### src/rtl/ctrl_reg_pkg.sv
// ctrl_reg_pkg: shared constants and helpers for the control register bank.
package ctrl_reg_pkg;

    // Echo message layout: byte 0 carries the register index, byte 1 the value.
    localparam logic [7:0] ECHO_MSG_LEN  = 8'd2;
    localparam int         ECHO_BYTE_IDX = 0;
    localparam int         ECHO_BYTE_VAL = 1;

    // Width of a down-counter that must hold values 0 .. cycles-1.
    function automatic int pulse_cnt_w(input int cycles);
        int w;
        w = $clog2(cycles);
        return (w < 1) ? 1 : w;
    endfunction

endpackage

### src/rtl/ctrl_reg_bank_echo_fifo.sv
// echo_fifo: synchronous show-ahead FIFO of 16-bit echo words.
// The head word is always visible on dout; a push into a full FIFO is
// accepted only when a pop happens in the same cycle.
module echo_fifo #(
    parameter int DEPTH = 4
) (
    input  logic        clk,
    input  logic        rst,
    input  logic        push,
    input  logic [15:0] din,
    input  logic        pop,
    output logic [15:0] dout,
    output logic        full,
    output logic        empty
);

    localparam int AW = (DEPTH > 1) ? $clog2(DEPTH) : 1;

    logic [15:0]  mem [DEPTH];
    logic [AW-1:0] wr_ptr;
    logic [AW-1:0] rd_ptr;
    logic [AW:0]   count;
    logic          do_push;
    logic          do_pop;

    assign full    = (count == (AW+1)'(DEPTH));
    assign empty   = (count == '0);
    assign do_pop  = pop && !empty;
    assign do_push = push && (!full || do_pop);
    assign dout    = mem[rd_ptr];

    // Storage array; contents need no reset because empty masks the head.
    always_ff @(posedge clk) begin
        if (do_push) begin
            mem[wr_ptr] <= din;
        end
    end

    // Pointer and occupancy bookkeeping.
    always_ff @(posedge clk or posedge rst) begin
        if (rst) begin
            wr_ptr <= '0;
            rd_ptr <= '0;
            count  <= '0;
        end else begin
            if (do_push) wr_ptr <= wr_ptr + 1'b1;
            if (do_pop)  rd_ptr <= rd_ptr + 1'b1;
            case ({do_push, do_pop})
                2'b10:   count <= count + 1'b1;
                2'b01:   count <= count - 1'b1;
                default: count <= count;
            endcase
        end
    end

endmodule

### src/rtl/ctrl_reg_bank.sv
// ctrl_reg_bank: host-writable control registers with optional auto-clear
// pulse mode and a write-echo message source.
// Build option: define CTRL_REG_ECHO_EN to include the echo FIFO path;
// without it the echo outputs are tied to zero and rd_req is ignored.
//
// Source interface: have_msg is high while a message is pending and len
// gives its byte count. out_data shows the current byte; each cycle with
// rd_req=1 and have_msg=1 consumes that byte. rd_req while have_msg=0 is
// ignored.
module ctrl_reg_bank
    import ctrl_reg_pkg::*;
#(
    parameter int                      N_REGS       = 10,
    parameter int                      REG_W        = 8,
    parameter logic [N_REGS*REG_W-1:0] RST_VAL      = '0,
    parameter logic [N_REGS-1:0]       PULSE_MASK   = '0,
    parameter int                      PULSE_CYCLES = 48,
    parameter int                      ECHO_DEPTH   = 4
) (
    input  logic                    clk,
    input  logic                    rst,
    input  logic [7:0]              m_din,
    input  logic [N_REGS-1:0]       m_wrreq,
    output logic [N_REGS*REG_W-1:0] regs,
    output logic [7:0]              out_data,
    output logic                    have_msg,
    output logic [7:0]              len,
    input  logic                    rd_req,
    output logic                    overflow
);

    localparam int              CW       = pulse_cnt_w(PULSE_CYCLES);
    localparam logic [CW-1:0]   CNT_LOAD = CW'(PULSE_CYCLES - 1);

    for (genvar i = 0; i < N_REGS; i++) begin : g_reg
        logic [REG_W-1:0] r_q;
        assign regs[REG_W*i +: REG_W] = r_q;

        if (PULSE_MASK[i]) begin : g_pulse
            logic [CW-1:0] cnt_q;
            logic          armed_q;
            // Pulse register: hold the written value PULSE_CYCLES cycles,
            // then fall back to the reset value.
            always_ff @(posedge clk or posedge rst) begin
                if (rst) begin
                    r_q     <= RST_VAL[REG_W*i +: REG_W];
                    cnt_q   <= '0;
                    armed_q <= 1'b0;
                end else if (m_wrreq[i]) begin
                    r_q     <= m_din[REG_W-1:0];
                    cnt_q   <= CNT_LOAD;
                    armed_q <= 1'b1;
                end else if (armed_q) begin
                    if (cnt_q == '0) begin
                        r_q     <= RST_VAL[REG_W*i +: REG_W];
                        armed_q <= 1'b0;
                    end else begin
                        cnt_q <= cnt_q - 1'b1;
                    end
                end
            end
        end else begin : g_plain
            // Plain register: latch on strobe, hold indefinitely.
            always_ff @(posedge clk or posedge rst) begin
                if (rst) begin
                    r_q <= RST_VAL[REG_W*i +: REG_W];
                end else if (m_wrreq[i]) begin
                    r_q <= m_din[REG_W-1:0];
                end
            end
        end
    end

`ifdef CTRL_REG_ECHO_EN
    logic [7:0]  echo_idx;
    logic [7:0]  echo_val;
    logic        echo_push;
    logic        fifo_pop;
    logic        fifo_full;
    logic        fifo_empty;
    logic [15:0] fifo_dout;
    logic        byte_ptr;
    logic        unused_ok;

    assign unused_ok = ^m_din;

    // Echo only the lowest strobed register; value is zero-extended.
    always_comb begin
        echo_idx = '0;
        echo_val = '0;
        echo_val[REG_W-1:0] = m_din[REG_W-1:0];
        for (int i = N_REGS - 1; i >= 0; i--) begin
            if (m_wrreq[i]) echo_idx = 8'(i);
        end
    end

    assign echo_push = |m_wrreq;
    assign fifo_pop  = rd_req && !fifo_empty && (byte_ptr == 1'(ECHO_BYTE_VAL));

    echo_fifo #(
        .DEPTH (ECHO_DEPTH)
    ) u_echo_fifo (
        .clk   (clk),
        .rst   (rst),
        .push  (echo_push),
        .din   ({echo_idx, echo_val}),
        .pop   (fifo_pop),
        .dout  (fifo_dout),
        .full  (fifo_full),
        .empty (fifo_empty)
    );

    // Byte pointer within the head message and sticky drop flag.
    always_ff @(posedge clk or posedge rst) begin
        if (rst) begin
            byte_ptr <= 1'(ECHO_BYTE_IDX);
            overflow <= 1'b0;
        end else begin
            if (rd_req && !fifo_empty) begin
                byte_ptr <= ~byte_ptr;
            end
            if (echo_push && fifo_full && !fifo_pop) begin
                overflow <= 1'b1;
            end
        end
    end

    assign have_msg = !fifo_empty;
    assign len      = have_msg ? ECHO_MSG_LEN : 8'd0;
    assign out_data = fifo_empty ? 8'd0 :
                      (byte_ptr == 1'(ECHO_BYTE_VAL)) ? fifo_dout[7:0] : fifo_dout[15:8];
`else
    logic unused_ok;
    assign unused_ok = ^{m_din, rd_req};
    assign have_msg  = 1'b0;
    assign len       = 8'd0;
    assign out_data  = 8'd0;
    assign overflow  = 1'b0;
`endif

endmodule

### config.mk
export PLATFORM = sky130hd
export DESIGN_NAME = ctrl_reg_bank
export DESIGN_NICKNAME = d
export VERILOG_FILES = /design/src/rtl/ctrl_reg_pkg.sv /design/src/rtl/ctrl_reg_bank_echo_fifo.sv /design/src/rtl/ctrl_reg_bank.sv
export SDC_FILE = /design/constraint.sdc
export NUM_CORES = 1
export LEC_CHECK = 0
export ABC_AREA = 1
export ABC_CLOCK_PERIOD_IN_PS = 2400
export BUFFER_PORTS_ARGS = -buffer_cell sky130_fd_sc_hd__buf_4
export CAP_MARGIN = 20
export CORE_MARGIN = 8
export CORE_UTILIZATION = 44
export DETAILED_ROUTE_END_ITERATION = 10
export GPL_TIMING_DRIVEN = 0
export PLACE_DENSITY = 0.75
export SLEW_MARGIN = 0
export SYNTH_ARGS = -nofsm -noshare
export SYNTH_HDL_FRONTEND = slang
export SYNTH_SLANG_ARGS = --single-unit
export TNS_END_PERCENT = 20
### constraint.sdc
create_clock -name clk -period 2.4 [get_ports clk]
set_input_delay 0.24 -clock clk [delete_from_list [all_inputs] [get_ports clk]]
set_output_delay 0.24 -clock clk [all_outputs]
set_load 0.005 [all_outputs]
==> summary.md, run 1 <==
| Metric | Value |
|---|---|
| Post-CTS Setup Bufs | `0` |
| CTS Hold Bufs | `1` |
| Cell Pwr Density | `between 700 and 800 nW/um2` |
| Routed vias/inst | `approximately 4.3` |
| DR iter-0 viols | `approximately 110` |
| HPWL Detailed | `slightly below 6000 um` |
| Distinct cells, synth | `8` |
| Worst path required time | `about 2.2 ns` |
| # nets final | `500` |
| Slew Viols, Final | `0` |
| Synth Instances | `approximately 370` |
| RSZ-0062 raised after global routing | `false` |
| Die Wd | `102 um` |
| Status | `finished clean` |
| Final Util | `59.8%` |
| Cell Rows | `31` |
| CTS root buf | `clkbuf_8` |
| Total gr overflow | `0` |
| Crit-path cells | `buf_4` |
| Fmax | `about 880 MHz` |
| CP max-delay cell | `dfrtp_1` |
| Drt drc | `0` |
| Synth Warn # | `0` |
| Worst setup SP type | `flop` |
| Max Cap Viol | `0` |
| Clock skew | `0 ns` |
| Final Cell Area | `~4300 um2` |
| Cell taking the most area after synthesis | `dfrtp_1` |
| Antenna Violating Nets Remaining | `0` |
| CP Max Fanout | `2` |
| # resized after CTS | `0` |
| PortBufs | `81` |
| Placed instance area | `slightly above 4000 um2` |
| Die height | `102 um` |
| Largest net degree at the start of global routing | `46` |
| Sequential element share of the synthesized area | `approximately 62%` |
| Critical path buffer and inverter count | `1` |
| Top reg by flops | `g.r_q` |
| Post-detailed-routing wire length | `~8300 um` |
| Largest regs | `g.r_q (80)` |
| Global-route wire length before repair | `between 10000 and 15000 um` |
| Initial antenna violation count | `0` |
| Die area | `approximately 10000 um2` |
| Skew-Pair Late Insertion Delay | `~0.34 ns` |
| VDD IR max | `about 430 uV` |
| Vias | `roughly 2500` |
| Synth Cell Area | `around 3200 um2` |
| CTS H-tree lvls | `3` |
| Worst Hold Class | `in2reg` |
| Area grow syn2layout | `32.6%` |
| Routability cong. | `~0.73` |
| Fin crit period | `1.13 ns` |
| Commonest cells after routing, fill and taps aside | `nand2_1, buf_4, dfrtp_1` |
| Antenna diode count | `0` |
| Num CTS Buffers | `9` |
| Final setup fails | `0` |
| CP max stage delay | `0.41 ns` |
| Synthesized area per cell | `8.79 um2` |
| Layout cells sized above 1 | `between 20 and 30%` |
| CP Data Arrival Time | `slightly below 0.9 ns` |
| Leak | `approximately 2.5 nW` |
| CP Class | `reg2out` |
| CTS tree | `built` |
| Wire length per cell | `about 14 um` |
| Most common cell after layout, fill and taps aside | `nand2_1` |
| Top-area cell type share of the netlist area | `~62%` |
| Final Hold Vio Count | `0` |
| Initial core utilization | `~45%` |
| Ranking of synthesized cells by area | `dfrtp_1, nand2_1, buf_4` |
| Flop and latch count out of synthesis | `80` |
| CP delay by family, top | `flip-flops` |
| Vias in the first global route | `between 2000 and 3000` |
| Max Root-Sink Buffers | `2` |
| Final period util | `between 40 and 50%` |
| # clock sinks | `80` |
| DR pass1 iterations | `5` |
| Gr usage total | `between 10% and 20%` |
| Core ar. | `between 7000 and 8000 um2` |
| Clock transition at path regs | `about 0.080 ns` |
| Ports | `119` |
| Crit end category | `output port` |
| Largest register FFs | `80` |
## metrics by stage
step                      total power (W)  TNS, ns  hold slack [ns]  setup slack (ns)  cells
after floorplan                   0.00178        0            0.465             0.108    385
after global placement            0.00203   -61.49            0.456            -0.771    565
after detailed placement          0.00205        0            0.292              1.52    566
after CTS                         0.00312        0            0.127              1.26    583
after global routing              0.00324        0            0.128              1.23    583
final                             0.00310        0            0.141              1.27    583
## area by class of cell
| cell class | count | area [um2] |
|---|---|---|
| clock buffers | 9 | 124 |
| fillers | 657 | 2880 |
| multi-input cells | 258 | 968 |
| plain buffers | 36 | 288 |
| flip-flops and latches | 80 | 2000 |
| repair buffers | 83 | 646 |
| inverters | 11 | 43.8 |
| clock inverters | 7 | 96.3 |
| well taps | 99 | 124 |
## final timing paths
path	startpoint	slack, ns	end	cells past startpoint
max in group asynchronous	rst	1.35	g_reg[5].r_q[4]$_DFFE_PP0P_	4
min in group asynchronous	rst	0.48	g_reg[0].r_q[1]$_DFFE_PP0P_	3
hold / removal	m_wrreq[6]	0.14	g_reg[6].r_q[1]$_DFFE_PP0P_	3
hold reg to reg	g_reg[6].r_q[6]$_DFFE_PP0P_	0.48	g_reg[6].r_q[6]$_DFFE_PP0P_	2
setup / recovery	g_reg[2].r_q[2]$_DFFE_PP0P_	1.27	regs[18]	1
setup reg to reg	g_reg[1].r_q[7]$_DFFE_PP0P_	1.77	g_reg[1].r_q[7]$_DFFE_PP0P_	2
## synthesized netlist by cell type
library cell,n
clkbuf_2,8
conb_1,1
inv_2,10
nand2_1,240
dfrtp_1,80
inv_1,1
buf_4,18
buf_6,10
## report_power, final
group	switching [W]	total [W]	leakage, nW	internal [W]
Clock	0.000494	0.00108	0.101	0.000585
Combinational	0.000238	0.000479	1.41	0.000241
Sequential	0.0000711	0.00154	0.974	0.00147
Total	0.000803	0.00310	2.48	0.00229
## cells by family after synthesis
logic type | synth area share, %
DFF | 61.9
other | 0.116
and+or+nand+nor | 27.8
buffers and inverters | 10.2
## routing by layer
layer	routed length (um)	GRT usage, %	vias to the layer above
li1	-	-	1276
met1	3500	20.3	1178
met2	4090	27.8	74
met3	706	5.77	4
met4	36	5.15	0
met5	0	0	-
No activity file was read; power rests on OpenSTA's default activity.
==> run 2, diff against run 1 <==
--- a/config.mk
+++ b/config.mk
@@ -6,7 +6,7 @@
 export NUM_CORES = 1
 export LEC_CHECK = 0
 export ABC_AREA = 1
-export ABC_CLOCK_PERIOD_IN_PS = 2400
+export ABC_CLOCK_PERIOD_IN_PS = 1000
 export BUFFER_PORTS_ARGS = -buffer_cell sky130_fd_sc_hd__buf_4
 export CAP_MARGIN = 20
 export CORE_MARGIN = 8
==> constraint.sdc (replaced) <==
create_clock -name clk -period 1 [get_ports clk]
set_input_delay 0.1 -clock clk [delete_from_list [all_inputs] [get_ports clk]]
set_output_delay 0.1 -clock clk [all_outputs]
set_load 0.005 [all_outputs]
==> run 2 against run 1 <==
  * First-iteration DRC count shrank 39%
  * Register-to-register slack got worse by 1.4 ns
  * Via count is 3.7% higher
  * Critical endpoint is now regs[2]
  * Largest cell class unchanged
==> summary.md, run 2 (same netlist as run 1, synthesis figures left out) <==
| Metric | Value |
|---|---|
| CP Data Arrival Time | `0.89 ns (about the same)` |
| Commonest cells after routing, fill and taps aside | `nand2_1, dfrtp_1, buf_6 (was nand2_1, buf_4, dfrtp_1)` |
| Worst setup startpoint | `g_reg[0].r_q[2]$_DFFE_PP0P_ (was g_reg[2].r_q[2]$_DFFE_PP0P_)` |
| CP delay by family, top | `flip-flops (unchanged)` |
| RSZ-0062 raised after global routing | `true (was false)` |
| Least-Margin Pin Slew | `roughly 0.66 ns` |
| Crit Reg-Reg Startpoint | `g_reg[0].r_q[2]$_DFFE_PP0P_ (was g_reg[1].r_q[7]$_DFFE_PP0P_)` |
| CP Class | `reg2out (unchanged)` |
| Num CTS Buffers | `9 (unchanged)` |
| Beginning of the worst hold path | `m_wrreq[0] (was m_wrreq[6])` |
| Total gr overflow | `0 (unchanged)` |
| Wire length per cell | `14.9 um (was 14.3 um)` |
| Clock transition at path regs | `0.08 ns (about the same)` |
| Final Hold Vio Count | `0 (unchanged)` |
| Global-route wire length before repair | `13600 um (was 13300 um)` |
| Antenna Violating Nets Remaining | `0 (unchanged)` |
| Antenna diode count | `0 (unchanged)` |
| Gr usage total | `17.3% (was 16.9%)` |
| DR pass1 iterations | `6 (was 5)` |
| Cell Rows | `31 (unchanged)` |
| CTS root buf | `clkbuf_8 (unchanged)` |
| Drt drc | `0 (unchanged)` |
| Setup slack, reg-to-reg | `0.34 ns (was 1.77 ns)` |
| Most common cell after layout, fill and taps aside | `nand2_1 (unchanged)` |
| Fin crit period | `0.989 ns` |
| Largest regs | `g.r_q (80) (unchanged)` |
| Post-detailed-routing wire length | `8840 um (was 8330 um)` |
| Core ar. | `7180 um2 (unchanged)` |
| Fmax | `a little over 1000 MHz` |
| Vias | `2625 (was 2532)` |
| Crit path capture | `regs[2] (was regs[18])` |
| Worst setup SP type | `flop (unchanged)` |
| Skew-Pair Late Insertion Delay | `0.32 ns (was 0.34 ns)` |
| Crit end category | `output port (unchanged)` |
| Die area | `10400 um2 (unchanged)` |
| Top reg by flops | `g.r_q (unchanged)` |
| Initial core utilization | `45.1% (unchanged)` |
| Largest net degree at the start of global routing | `33 (was 46)` |
| Critical path buffer and inverter count | `1 (unchanged)` |
| # nets final | `511 (was 500)` |
| Slew Viols, Final | `0 (unchanged)` |
| Worst Hold Class | `in2reg (unchanged)` |
| Crit-path cells | `buf_6 (was buf_4)` |
| Leak | `2.59 nW (was 2.48 nW)` |
| Largest register FFs | `80 (unchanged)` |
| CP max-delay cell | `dfrtp_1 (unchanged)` |
| CTS H-tree lvls | `3 (unchanged)` |
| Die Wd | `102 um (unchanged)` |
| PortBufs | `81 (unchanged)` |
| Worst path required time | `0.90 ns (was 2.16 ns)` |
| Die height | `102 um (unchanged)` |
| # clock sinks | `80 (unchanged)` |
| Ports | `119 (unchanged)` |
| Initial antenna violation count | `0 (unchanged)` |
| Final Util | `63.8% (was 59.8%)` |
| Layout cells sized above 1 | `29.4% (was 30.0%)` |
| VDD IR max | `1180 uV (was 429 uV)` |
| FF-to-FF End | `g_reg[0].r_q[2]$_DFFE_PP0P_ (was g_reg[1].r_q[7]$_DFFE_PP0P_)` |
| Final setup fails | `0 (unchanged)` |
| Routed vias/inst | `4.43 (was 4.34)` |
| # fillers | `604 (was 657)` |
| HPWL Detailed | `6010 um (was 5790 um)` |
| WP depth | `1 (unchanged)` |
| Max Root-Sink Buffers | `2 (unchanged)` |
| Pre-CTS WS | `0.203 ns (was 1.52 ns)` |
| Status | `finished clean (unchanged)` |
| Clock skew | `0 ns (unchanged)` |
| Routability cong. | `0.700 (was 0.725)` |
| Final period util | `a little over nine tenths` |
| Final WS setup | `0.0106 ns (was 1.27 ns)` |
| Cell Pwr Density | `1670 nW/um2 (was 721 nW/um2)` |
| CP max stage delay | `0.42 ns (was 0.41 ns)` |
| Area grow syn2layout | `41.5% (was 32.6%)` |
| Relative slew slack | `a little under three fifths` |
| DR iter-0 viols | `67 (was 109)` |
| Max Cap Viol | `0 (unchanged)` |
| Reg2Reg Depth | `2 (unchanged)` |
| Vias in the first global route | `2693 (was 2585)` |
| CP Max Fanout | `2 (unchanged)` |
| CTS tree | `built (unchanged)` |
## run 2: worst min-delay path by stage
stage,endpoint,depth (start not counted)
after floorplan,g_reg[0].r_q[0]$_DFFE_PP0P_,1
after global placement,g_reg[5].r_q[1]$_DFFE_PP0P_,3
after detailed placement,g_reg[4].r_q[0]$_DFFE_PP0P_,2
after CTS,g_reg[0].r_q[4]$_DFFE_PP0P_,3
after global routing,g_reg[0].r_q[1]$_DFFE_PP0P_,3
final,g_reg[0].r_q[4]$_DFFE_PP0P_,3
## run 2: area by class of cell
| class | count | area [um2] | share of cell area [%] |
|---|---|---|---|
| plain buffers | 36 | 288 | 6.29 |
| clock buffers | 12 | 155 | 3.39 |
| clock inverters | 3 | 65.1 | 1.42 |
| inverters | 11 | 45.0 | 0.984 |
| multi-input cells | 258 | 968 | 21.2 |
| flip-flops and latches | 80 | 2000 | 43.7 |
| well taps | 99 | 124 | 2.71 |
| repair buffers | 93 | 925 | 20.2 |
| repair inverters | 1 | 5.00 | 0.109 |
## run 2: routing by layer
layer,GRT usage [%],wire (um),vias to the layer above
met5,0,0,-
met4,7.22,146,0
met3,5.91,765,15
met2,28.6,4430,85
met1,19.8,3500,1230
li1,-,-,1295
## run 2: where the power goes
part | total [W] | leakage [nW] | switching, W | internal [W]
clock | 0.00263 | 0.112 | 0.00110 | 0.00153
sequential | 0.00372 | 0.974 | 0.000195 | 0.00352
combinational | 0.00131 | 1.50 | 0.000601 | 0.000705
total | 0.00765 | 2.59 | 0.00190 | 0.00575
## run 2: metrics by stage
step | area, um2 | cells | power (W) | setup TNS (ns) | hold WS, ns
after global routing | 4580 | 593 | 0.00802 | -0.0829 | 0.0198
after detailed placement | 4080 | 567 | 0.00494 | 0 | 0.215
final | 4580 | 593 | 0.00765 | 0 | 0.0179
after CTS | 4400 | 592 | 0.00761 | 0 | 0.00573
after floorplan | 3300 | 385 | 0.00427 | -0.789 | 0.328
after global placement | 4040 | 565 | 0.00487 | -44.40 | 0.346
## run 2: timing repair
item / in CTS / in global routing
gates resized for setup: 0 / 45
endpoints found under the setup margin: 0 / 102
hold buffers: 10 / 0
setup buffers: 0 / 0
endpoints found under the hold margin: 71 / 0
==> run 3, diff against run 2 <==
--- a/config.mk
+++ b/config.mk
@@ -6,7 +6,7 @@
 export NUM_CORES = 1
 export LEC_CHECK = 0
 export ABC_AREA = 1
-export ABC_CLOCK_PERIOD_IN_PS = 1000
+export ABC_CLOCK_PERIOD_IN_PS = 900
 export BUFFER_PORTS_ARGS = -buffer_cell sky130_fd_sc_hd__buf_4
 export CAP_MARGIN = 20
 export CORE_MARGIN = 8
==> constraint.sdc (replaced) <==
create_clock -name clk -period 0.9 [get_ports clk]
set_input_delay 0.09 -clock clk [delete_from_list [all_inputs] [get_ports clk]]
set_output_delay 0.09 -clock clk [all_outputs]
set_load 0.005 [all_outputs]
==> run 3 against run 2 <==
  * Sequential power grew 12%
  * Largest cell class unchanged
  * The flow now finishes with violations (negative hold slack, negative setup slack)
  * Critical endpoint unchanged
  * Clock power grew 11%
  * Count of clock-buffer cells in the layout did not move
  * Utilization is 2.9 points higher
  * Sequential cell count did not move
  * Non-clock buffer count up 11
  * Setup slack got worse by 0.080 ns
  * Hold slack got worse by 0.18 ns
  * Critical path depth unchanged
  * Global-route usage is 0.86 points higher
  * Final cell count is 1.7% higher
==> summary.md, run 3 (same netlist as run 1, synthesis figures left out) <==
| Metric | Value |
|---|---|
| CTS root buf | `clkbuf_8 (unchanged)` |
| Least-Margin Pin Slew | `0.629 ns (was 0.655 ns)` |
| DR pass1 iterations | `4 (was 6)` |
| Die Wd | `102 um (unchanged)` |
| Largest regs | `g.r_q (80) (unchanged)` |
| Leak | `2.68 nW (was 2.59 nW)` |
| CTS Hold Bufs | `10 (unchanged)` |
| Max Root-Sink Buffers | `2 (unchanged)` |
| Fin crit period | `~0.97 ns` |
| HPWL Detailed | `6010 um (unchanged)` |
| Worst path required time | `0.81 ns (was 0.90 ns)` |
| Worst Hold Class | `in2async (was in2reg)` |
| Worst setup SP type | `flop (unchanged)` |
| Wire length per cell | `15.1 um (was 14.9 um)` |
| CP Max Fanout | `2 (unchanged)` |
| Final Util | `66.7% (was 63.8%)` |
| Final period util | `108%` |
| Status | `finished, violations left (was finished clean)` |
| Worst hold margin | `-0.166 ns (was 0.0179 ns)` |
| CTS H-tree lvls | `3 (unchanged)` |
| CP max-delay cell | `dfrtp_1 (unchanged)` |
| Core ar. | `7180 um2 (unchanged)` |
| Commonest cells after routing, fill and taps aside | `nand2_1, buf_6, dfrtp_1 (was nand2_1, dfrtp_1, buf_6)` |
| Crit-path cells | `buf_6 (unchanged)` |
| Die height | `102 um (unchanged)` |
| Cell Pwr Density | `1820 nW/um2 (was 1670 nW/um2)` |
| Largest net degree at the start of global routing | `33 (unchanged)` |
| CP max stage delay | `0.42 ns (about the same)` |
| DR iter-0 viols | `79 (was 67)` |
| Non-filler instance count after layout | `603 (was 593)` |
| Fmax | `slightly above 1000 MHz` |
| Slew Viols, Final | `0 (unchanged)` |
| Cell Rows | `31 (unchanged)` |
| Max Cap Viol | `0 (unchanged)` |
| Reg2Reg Depth | `3 (was 2)` |
| # nets final | `521 (was 511)` |
| Placed instance area | `4080 um2 (unchanged)` |
| Comb power frac | `18.4% (was 17.1%)` |
| Antenna diode count | `0 (unchanged)` |
| Clock skew | `0 ns (unchanged)` |
| Seq pwr share | `47.9% (was 48.6%)` |
| Final Hold Vio Count | `23 (was 0)` |
| Gr usage total | `18.1% (was 17.3%)` |
| Routed vias/inst | `4.44 (was 4.43)` |
| Final Cell Area | `4790 um2 (was 4580 um2)` |
| Clk pwr share | `33.7% (was 34.4%)` |
| FF-to-FF End | `g_reg[0].r_q[2]$_DFFE_PP0P_ (unchanged)` |
| CTS tree | `built (unchanged)` |
| Total gr overflow | `0 (unchanged)` |
| Vias in the first global route | `2734 (was 2693)` |
| Global-route wire length before repair | `14100 um (was 13600 um)` |
| Die area | `10400 um2 (unchanged)` |
| Pint | `0.00653 W (was 0.00575 W)` |
| Layout cells sized above 1 | `30.8% (was 29.4%)` |
| Setup slack, reg-to-reg | `0.13 ns (was 0.34 ns)` |
| Psw | `0.00216 W (was 0.00190 W)` |
| Top reg by flops | `g.r_q (unchanged)` |
| CP delay by family, top | `flip-flops (unchanged)` |
| Most common cell after layout, fill and taps aside | `nand2_1 (unchanged)` |
| Critical path buffer and inverter count | `1 (unchanged)` |
| Initial antenna violation count | `0 (unchanged)` |
| Drt drc | `0 (unchanged)` |
| RSZ-0062 raised after global routing | `true (unchanged)` |
| Routability cong. | `0.700 (unchanged)` |
| Failing checks | `negative hold slack, negative setup slack` |
| VDD IR max | `1320 uV (was 1180 uV)` |
| Initial core utilization | `45.1% (unchanged)` |
| Placed cells | `567 (unchanged)` |
| Ports | `119 (unchanged)` |
| Clock transition at path regs | `0.08 ns (about the same)` |
| Post-detailed-routing wire length | `9090 um (was 8840 um)` |
| Crit end category | `output port (unchanged)` |
| Final WS setup | `-0.0694 ns (was 0.0106 ns)` |
| Relative slew slack | `58.0% (was 56.1%)` |
| # clock sinks | `80 (unchanged)` |
| PortBufs | `81 (unchanged)` |
| CP Data Arrival Time | `0.88 ns (was 0.89 ns)` |
| Largest register FFs | `80 (unchanged)` |
| Final setup fails | `80 (was 0)` |
| Crit Reg-Reg Startpoint | `g_reg[0].r_q[2]$_DFFE_PP0P_ (unchanged)` |
| CP Class | `reg2out (unchanged)` |
| Skew-Pair Late Insertion Delay | `0.33 ns (was 0.32 ns)` |
| Sw Ratio | `24.9% (was 24.8%)` |
| Num CTS Buffers | `9 (unchanged)` |
| Antenna Violating Nets Remaining | `0 (unchanged)` |
| Vias | `2676 (was 2625)` |
| Area grow syn2layout | `47.9% (was 41.5%)` |
-- run 3: worst max path at each step --
stage / from / to / slack [ns] / cells after the start
2_1_floorplan: rst / g_reg[0].r_q[0]$_DFFE_PP0P_ / -0.1 / 1
3_3_place_gp: rst / g_reg[7].r_q[4]$_DFFE_PP0P_ / -0.65 / 2
3_5_place_dp: rst / g_reg[7].r_q[1]$_DFFE_PP0P_ / 0.11 / 3
4_1_cts: g_reg[0].r_q[2]$_DFFE_PP0P_ / regs[2] / -0.08 / 1
5_1_grt: g_reg[0].r_q[2]$_DFFE_PP0P_ / regs[2] / -0.10 / 1
6_report: g_reg[0].r_q[2]$_DFFE_PP0P_ / regs[2] / -0.07 / 1
-- run 3: layout make-up --
class                      count  area, um2
clock inverter                 3       65.1
inverter                      11       45.0
timing repair buffer         104       1140
buffer                        36        288
sequential                    80       2000
fill                         575       2390
tap                           99        124
multi-input combinational    258        968
clock buffer                  12        155
-- run 3: metrics by stage --
step           TNS [ns]  total power [W]  setup WS [ns]
2_1_floorplan     -7.99          0.00474        -0.0999
3_3_place_gp     -51.60          0.00542         -0.647
3_5_place_dp          0          0.00549          0.113
4_1_cts           -4.89          0.00873        -0.0798
5_1_grt           -6.61          0.00910         -0.103
6_report          -3.35          0.00869        -0.0694
-- run 3: routing by layer --
metal | vias to the layer above | global-route usage, % | share of wire [%]
met2 | 90 | 30.8 | 51
met3 | 17 | 5.36 | 7.8
met4 | 0 | 7.67 | 1.9
met1 | 1254 | 20.7 | 39
met5 | - | 0 | 0
li1 | 1315 | - | -
-- run 3: power by group through the flow --
| stage | Combinational [W] | Sequential, W | Clock (W) |
|---|---|---|---|
| after floorplan | 0.000571 | 0.00417 | 0 |
| after global placement | 0.00126 | 0.00415 | 0 |
| after detailed placement | 0.00132 | 0.00416 | 0 |
| after CTS | 0.00158 | 0.00415 | 0.00300 |
| after global routing | 0.00177 | 0.00419 | 0.00314 |
| final | 0.00160 | 0.00416 | 0.00293 |
-- run 3: timing repair --
action / CTS / global route
endpoints found under the hold margin: 95 / 23
endpoints found under the setup margin: 80 / 80
buffers inserted: 5 / 6
resized for setup: 80 / 0
